`config.mk`:
```
export PLATFORM = sky130hd
export DESIGN_NAME = bp_be_int_box_pipe
export DESIGN_NICKNAME = d
export VERILOG_FILES = /design/src/rtl/bp_be_int_box_pipe.sv
export SDC_FILE = /design/constraint.sdc
export NUM_CORES = 1
export LEC_CHECK = 0
export BUFFER_PORTS_ARGS = -buffer_cell sky130_fd_sc_hd__buf_2
export CORE_MARGIN = 3
export CORE_UTILIZATION = 53
export DETAILED_ROUTE_END_ITERATION = 12
export PLACE_DENSITY_LB_ADDON = 0.12
export SETUP_SLACK_MARGIN = 0.15
export SLEW_MARGIN = 10
export SYNTH_ARGS = -nofsm -noshare
export SYNTH_HDL_FRONTEND = slang
export SYNTH_SLANG_ARGS = --single-unit
```
`constraint.sdc`:
```
create_clock -name clk_i -period 4.57 [get_ports clk_i]
set_input_delay 0.2285 -clock clk_i [delete_from_list [all_inputs] [get_ports clk_i]]
set_output_delay 0.2285 -clock clk_i [all_outputs]
set_load 0.005 [all_outputs]
```
`src/rtl/bp_be_int_box_pipe.sv`:
```
// rtl/bp_be_int_box_pipe.sv - boxes a raw integer result to its tag width and buffers it in a 2-entry FIFO
// Optional feature macro: BP_BE_INT_BOX_UNSIGNED_EN (honour unsigned_i with zero extension).
package bp_be_int_box_pkg;

  typedef enum logic [0:0] {
    e_bp_default_cfg = 1'b0
  } bp_params_e;

  typedef enum logic [1:0] {
    e_int_byte  = 2'd0,
    e_int_hword = 2'd1,
    e_int_word  = 2'd2,
    e_int_dword = 2'd3
  } bp_be_int_tag_e;

  typedef struct packed {
    bp_be_int_tag_e tag;
    logic [63:0]    val;
  } bp_be_int_reg_s;

endpackage

module bp_be_int_box_pipe
  import bp_be_int_box_pkg::*;
#(
  parameter bp_params_e bp_params_p = e_bp_default_cfg,
  localparam int dword_width_gp   = (bp_params_p == e_bp_default_cfg) ? 64 : 64,
  localparam int int_rec_width_gp = (bp_params_p == e_bp_default_cfg) ? 66 : 66,
  localparam int dpath_width_gp   = $bits(bp_be_int_reg_s)
) (
  input  logic                        clk_i,
  input  logic                        reset_n_i,

  input  logic                        v_i,
  output logic                        ready_and_o,
  input  logic [int_rec_width_gp-1:0] val_i,
  input  logic [1:0]                  tag_i,
  input  logic                        unsigned_i,

  output logic                        v_o,
  input  logic                        ready_and_i,
  output logic [dpath_width_gp-1:0]   reg_o,
  output logic [1:0]                  count_o
);

  logic                      sext;
  logic [dword_width_gp-1:0] boxed_val;
  bp_be_int_reg_s            new_entry;
  logic                      unused_inputs;

`ifdef BP_BE_INT_BOX_UNSIGNED_EN
  assign sext          = ~unsigned_i;
  assign unused_inputs = ^val_i[int_rec_width_gp-1:dword_width_gp];
`else
  assign sext          = 1'b1;
  assign unused_inputs = ^{unsigned_i, val_i[int_rec_width_gp-1:dword_width_gp]};
`endif

  // Boxing happens ahead of the buffer so entries are already final registers.
  always_comb begin
    boxed_val = val_i[dword_width_gp-1:0];
    unique case (tag_i)
      e_int_byte:  boxed_val = {{56{sext & val_i[7]}},  val_i[7:0]};
      e_int_hword: boxed_val = {{48{sext & val_i[15]}}, val_i[15:0]};
      e_int_word:  boxed_val = {{32{sext & val_i[31]}}, val_i[31:0]};
      e_int_dword: boxed_val = val_i[dword_width_gp-1:0];
      default:     boxed_val = val_i[dword_width_gp-1:0];
    endcase
  end

  assign new_entry.tag = bp_be_int_tag_e'(tag_i);
  assign new_entry.val = boxed_val;

  logic           wptr_q, wptr_d;
  logic           rptr_q, rptr_d;
  logic [1:0]     count_q, count_d;
  bp_be_int_reg_s mem_q [2];
  logic           push, pop;

  assign ready_and_o = (count_q != 2'd2);
  assign v_o         = (count_q != 2'd0);
  assign count_o     = count_q;
  assign push        = v_i & ready_and_o;
  assign pop         = v_o & ready_and_i;
  assign reg_o       = mem_q[rptr_q];

  always_comb begin
    wptr_d  = wptr_q;
    rptr_d  = rptr_q;
    count_d = count_q;
    if (push) wptr_d = ~wptr_q;
    if (pop)  rptr_d = ~rptr_q;
    unique case ({push, pop})
      2'b10:   count_d = count_q + 2'd1;
      2'b01:   count_d = count_q - 2'd1;
      default: count_d = count_q;
    endcase
  end

  always_ff @(posedge clk_i or negedge reset_n_i) begin
    if (!reset_n_i) begin
      wptr_q  <= 1'b0;
      rptr_q  <= 1'b0;
      count_q <= 2'd0;
    end else begin
      wptr_q  <= wptr_d;
      rptr_q  <= rptr_d;
      count_q <= count_d;
    end
  end

  // Storage is deliberately unreset; v_o masks whatever it holds.
  always_ff @(posedge clk_i) begin
    if (push) mem_q[wptr_q] <= new_entry;
  end

endmodule

```
==> flow_summary.json <==
{
  "slew_headroom_pct": 28.12,
  "die-width_microns": 109.2,
  "dieArea_sq_mm": 0.01191,
  "finClkSkew_ns": 0.008943,
  "synth.area.top_cells": "edfxtp_1 (70%), mux2_2 (13%), a21oi_1 (7.1%)",
  "synth_cell_types": 22,
  "rows": 37,
  "cts_setup_buffers": 0,
  "cts_max_level": 4,
  "slowest_stage": "dfrtp_2",
  "syn_area_sq_mm": 0.005639,
  "dp_cells": 613,
  "first_global_vias": 3573,
  "endpoint": "reg_o[55]",
  "grt_setup_unrepaired": "false",
  "required_ns": 4.34,
  "finalPower_mw": 4.324,
  "ios": 143,
  "reg2reg_to": "mem_q[1][13]$_DFFE_PP_",
  "hold_path.class": "input port to flip-flop",
  "grt_pass1_wl_mm": 17.51,
  "cp-end-kind": "output port",
  "setup_viol": 0,
  "n_antenna_cell": 0,
  "dp_slack_ns": 2.190,
  "die_h_microns": 109.2,
  "start_kind": "flip-flop",
  "synth_edf_count": 132,
  "routedWlPerCell_microns": 17.54,
  "ys.flop_type": "edfxtp_1",
  "maxSlewViolCount": 0,
  "layout_setup_ws_ns": 1.782,
  "fmax_mhz": 358.6,
  "start_util_pct": 54.62,
  "hold_viol_final": 0,
  "clockBufferDepth": 2,
  "grt_max_degree": 61,
  "async_flop_share_pct": 2.941,
  "synth_area_leader_cell": "edfxtp_1",
  "tightest_slew_ns": 1.078,
  "antenna_found_initial": 0,
  "post-dp-hpwl_mm": 6.612,
  "syn_nets": 433,
  "vias_per_cell": 5.309,
  "track_usage_pct": 19.97,
  "cp.arrival_ns": 2.56,
  "finalCriticalPeriod_ns": 2.788,
  "ir_drop_v": 0.0003040,
  "postRouteAntennaNets": 0,
  "cts_root_buf": "clkbuf_8",
  "netlist_instances": 359,
  "stdcell_area_sq_mm": 0.007094,
  "clk_pin_slew_ns": 0.06,
  "dpl-instance-area_sq_mm": 0.006406,
  "port_buffers": 139,
  "nets": 579,
  "dr.pass1.iters": 4,
  "p_leak_nw": 2.718,
  "worstSetupPathType": "flip-flop to output port",
  "power_density_mw_per_mm2": 609.5,
  "ys_warn_count": 0,
  "fin_cells": 654,
  "rrSetupSlack_ns": 2.25,
  "cpPeakStageDelay_ns": 1.06,
  "r2r_cells": 3,
  "drc": 0,
  "clock_latency_ns": 0.51,
  "yosys_register_bits": 136,
  "cts_sinks": 136,
  "drt_iter0_markers": 237,
  "gr-total-overflow": 0,
  "critPathLaunch": "rptr_q$_DFFE_PN0P_",
  "avgSynthCellArea_sq_um": 15.71,
  "yosysTopAreaCellShare_pct": 70.29,
  "areaGrowthSynthToFinish_pct": 25.80,
  "gp_congestion": 0.7313,
  "routed_wirelength_mm": 11.47,
  "core-area_sq_mm": 0.01032,
  "path_cells": "buf_4 > mux2_2 > buf_2",
  "seq_area_frac_synth_pct": 72.07,
  "layout-drive-gt1-share_pct": 47.49,
  "outcome": "complete, no violations",
  "finalCritPeriodShare_pct": 61.01,
  "cap_violations": 0,
  "worstPathMaxFanout": 46,
  "cts_tree": "yes",
  "tns_ns": 0,
  "rr_startpoint": "count_o[0]$_DFFE_PN0P_",
  "num_vias": 3472,
  "numCtsBuffers": 17
}
[metrics by stage]
stage               hold slack (ns)  util (%)
floorplan                  -0.06709         -
global route                0.04336     68.72
finish                      0.04712     68.72
detailed placement          0.03959     62.05
global placement            0.03503     62.05
CTS                         0.02884     68.72
[Yosys cell counts (2+ instances only)]
master / count
o21ai_0: 8
dfrtp_1: 4
buf_2: 10
nand2_1: 10
a21oi_1: 80
xnor2_1: 3
buf_4: 4
mux2_2: 66
xor2_1: 2
buf_6: 6
nor2_1: 3
clkbuf_1: 7
inv_1: 16
edfxtp_1: 132
[routing by layer]
| metal | track usage, % | vias to the layer above | part of all wire (%) |
|---|---|---|---|
| li1 | - | 1642 | - |
| met3 | 5.980 | 12 | 7.6 |
| met4 | 10.10 | 0 | 1.4 |
| met1 | 24.47 | 1688 | 41 |
| met5 | 0 | - | 0 |
| met2 | 32.19 | 130 | 50 |
[area by class of cell]
cell class / instances / area, sq um
clock buffer: 17 / 414.1
multi-input combinational: 180 / 1358
sequential: 136 / 4065
fill: 750 / 3229
inverter: 16 / 60.06
tap: 136 / 170.2
clock inverter: 15 / 183.9
timing repair buffer: 154 / 843.3
[worst max-delay path, delay by kind of cell (launching register included)]
kind	cells	cell delay, ns
mux	1	0.38
flops	1	1.06
buf+inv	2	0.59
[power breakdown]
group          switching (mW)  internal (mW)
registers               0.150           1.73
logic                   0.521          0.564
clock network           0.485          0.875
total                    1.16           3.17
[timing repair]
item,in CTS,in global routing
hold endpoints to repair,20,0
hold buffers,9,0
gates resized for setup,0,0
[flip-flops by register name, summed over array words and instances, names as in the netlist]
name and cells:
mem_q 132, wptr_q 1, count_o 2, rptr_q 1
[worst min path at each step]
stage | from | endpoint | slack, ns | depth (start not counted)
5_1_grt | val_i[8] | mem_q[1][8]$_DFFE_PP_ | 0.04 | 3
3_3_place_gp | reset_n_i | count_o[1]$_DFFE_PN0P_ | 0.04 | 1
2_1_floorplan | reset_n_i | count_o[0]$_DFFE_PN0P_ | -0.07 | 0
3_5_place_dp | reset_n_i | count_o[1]$_DFFE_PN0P_ | 0.04 | 1
6_report | val_i[8] | mem_q[1][8]$_DFFE_PP_ | 0.05 | 3
4_1_cts | reset_n_i | count_o[1]$_DFFE_PN0P_ | 0.03 | 2
[cell usage in the layout (no fill, tap or decap), types with 4 or more instances in the layout]
cell	Yosys	routed
inv_1	16	16
buf_2	10	139
bufinv_16	0	4
clkbuf_16	0	16
o21ai_0	8	8
a21oi_1	80	80
clkinvlp_4	0	5
dlygate4sd3_1	0	9
nand2_1	10	10
mux2_2	66	66
buf_4	4	5
edfxtp_1	132	132
[kinds of logic after synthesis]
| kind of cell | count (synthesis) | share of synthesized area (%) |
|---|---|---|
| mux | 66 | 13.18 |
| buf+inv | 43 | 4.149 |
| flops | 136 | 72.07 |
| compound gates | 89 | 8.032 |
| xor+xnor | 5 | 0.7767 |
| simple gates | 19 | 1.576 |
| fa+ha+maj | 1 | 0.2218 |
No activity file was read; power rests on OpenSTA's default activity.
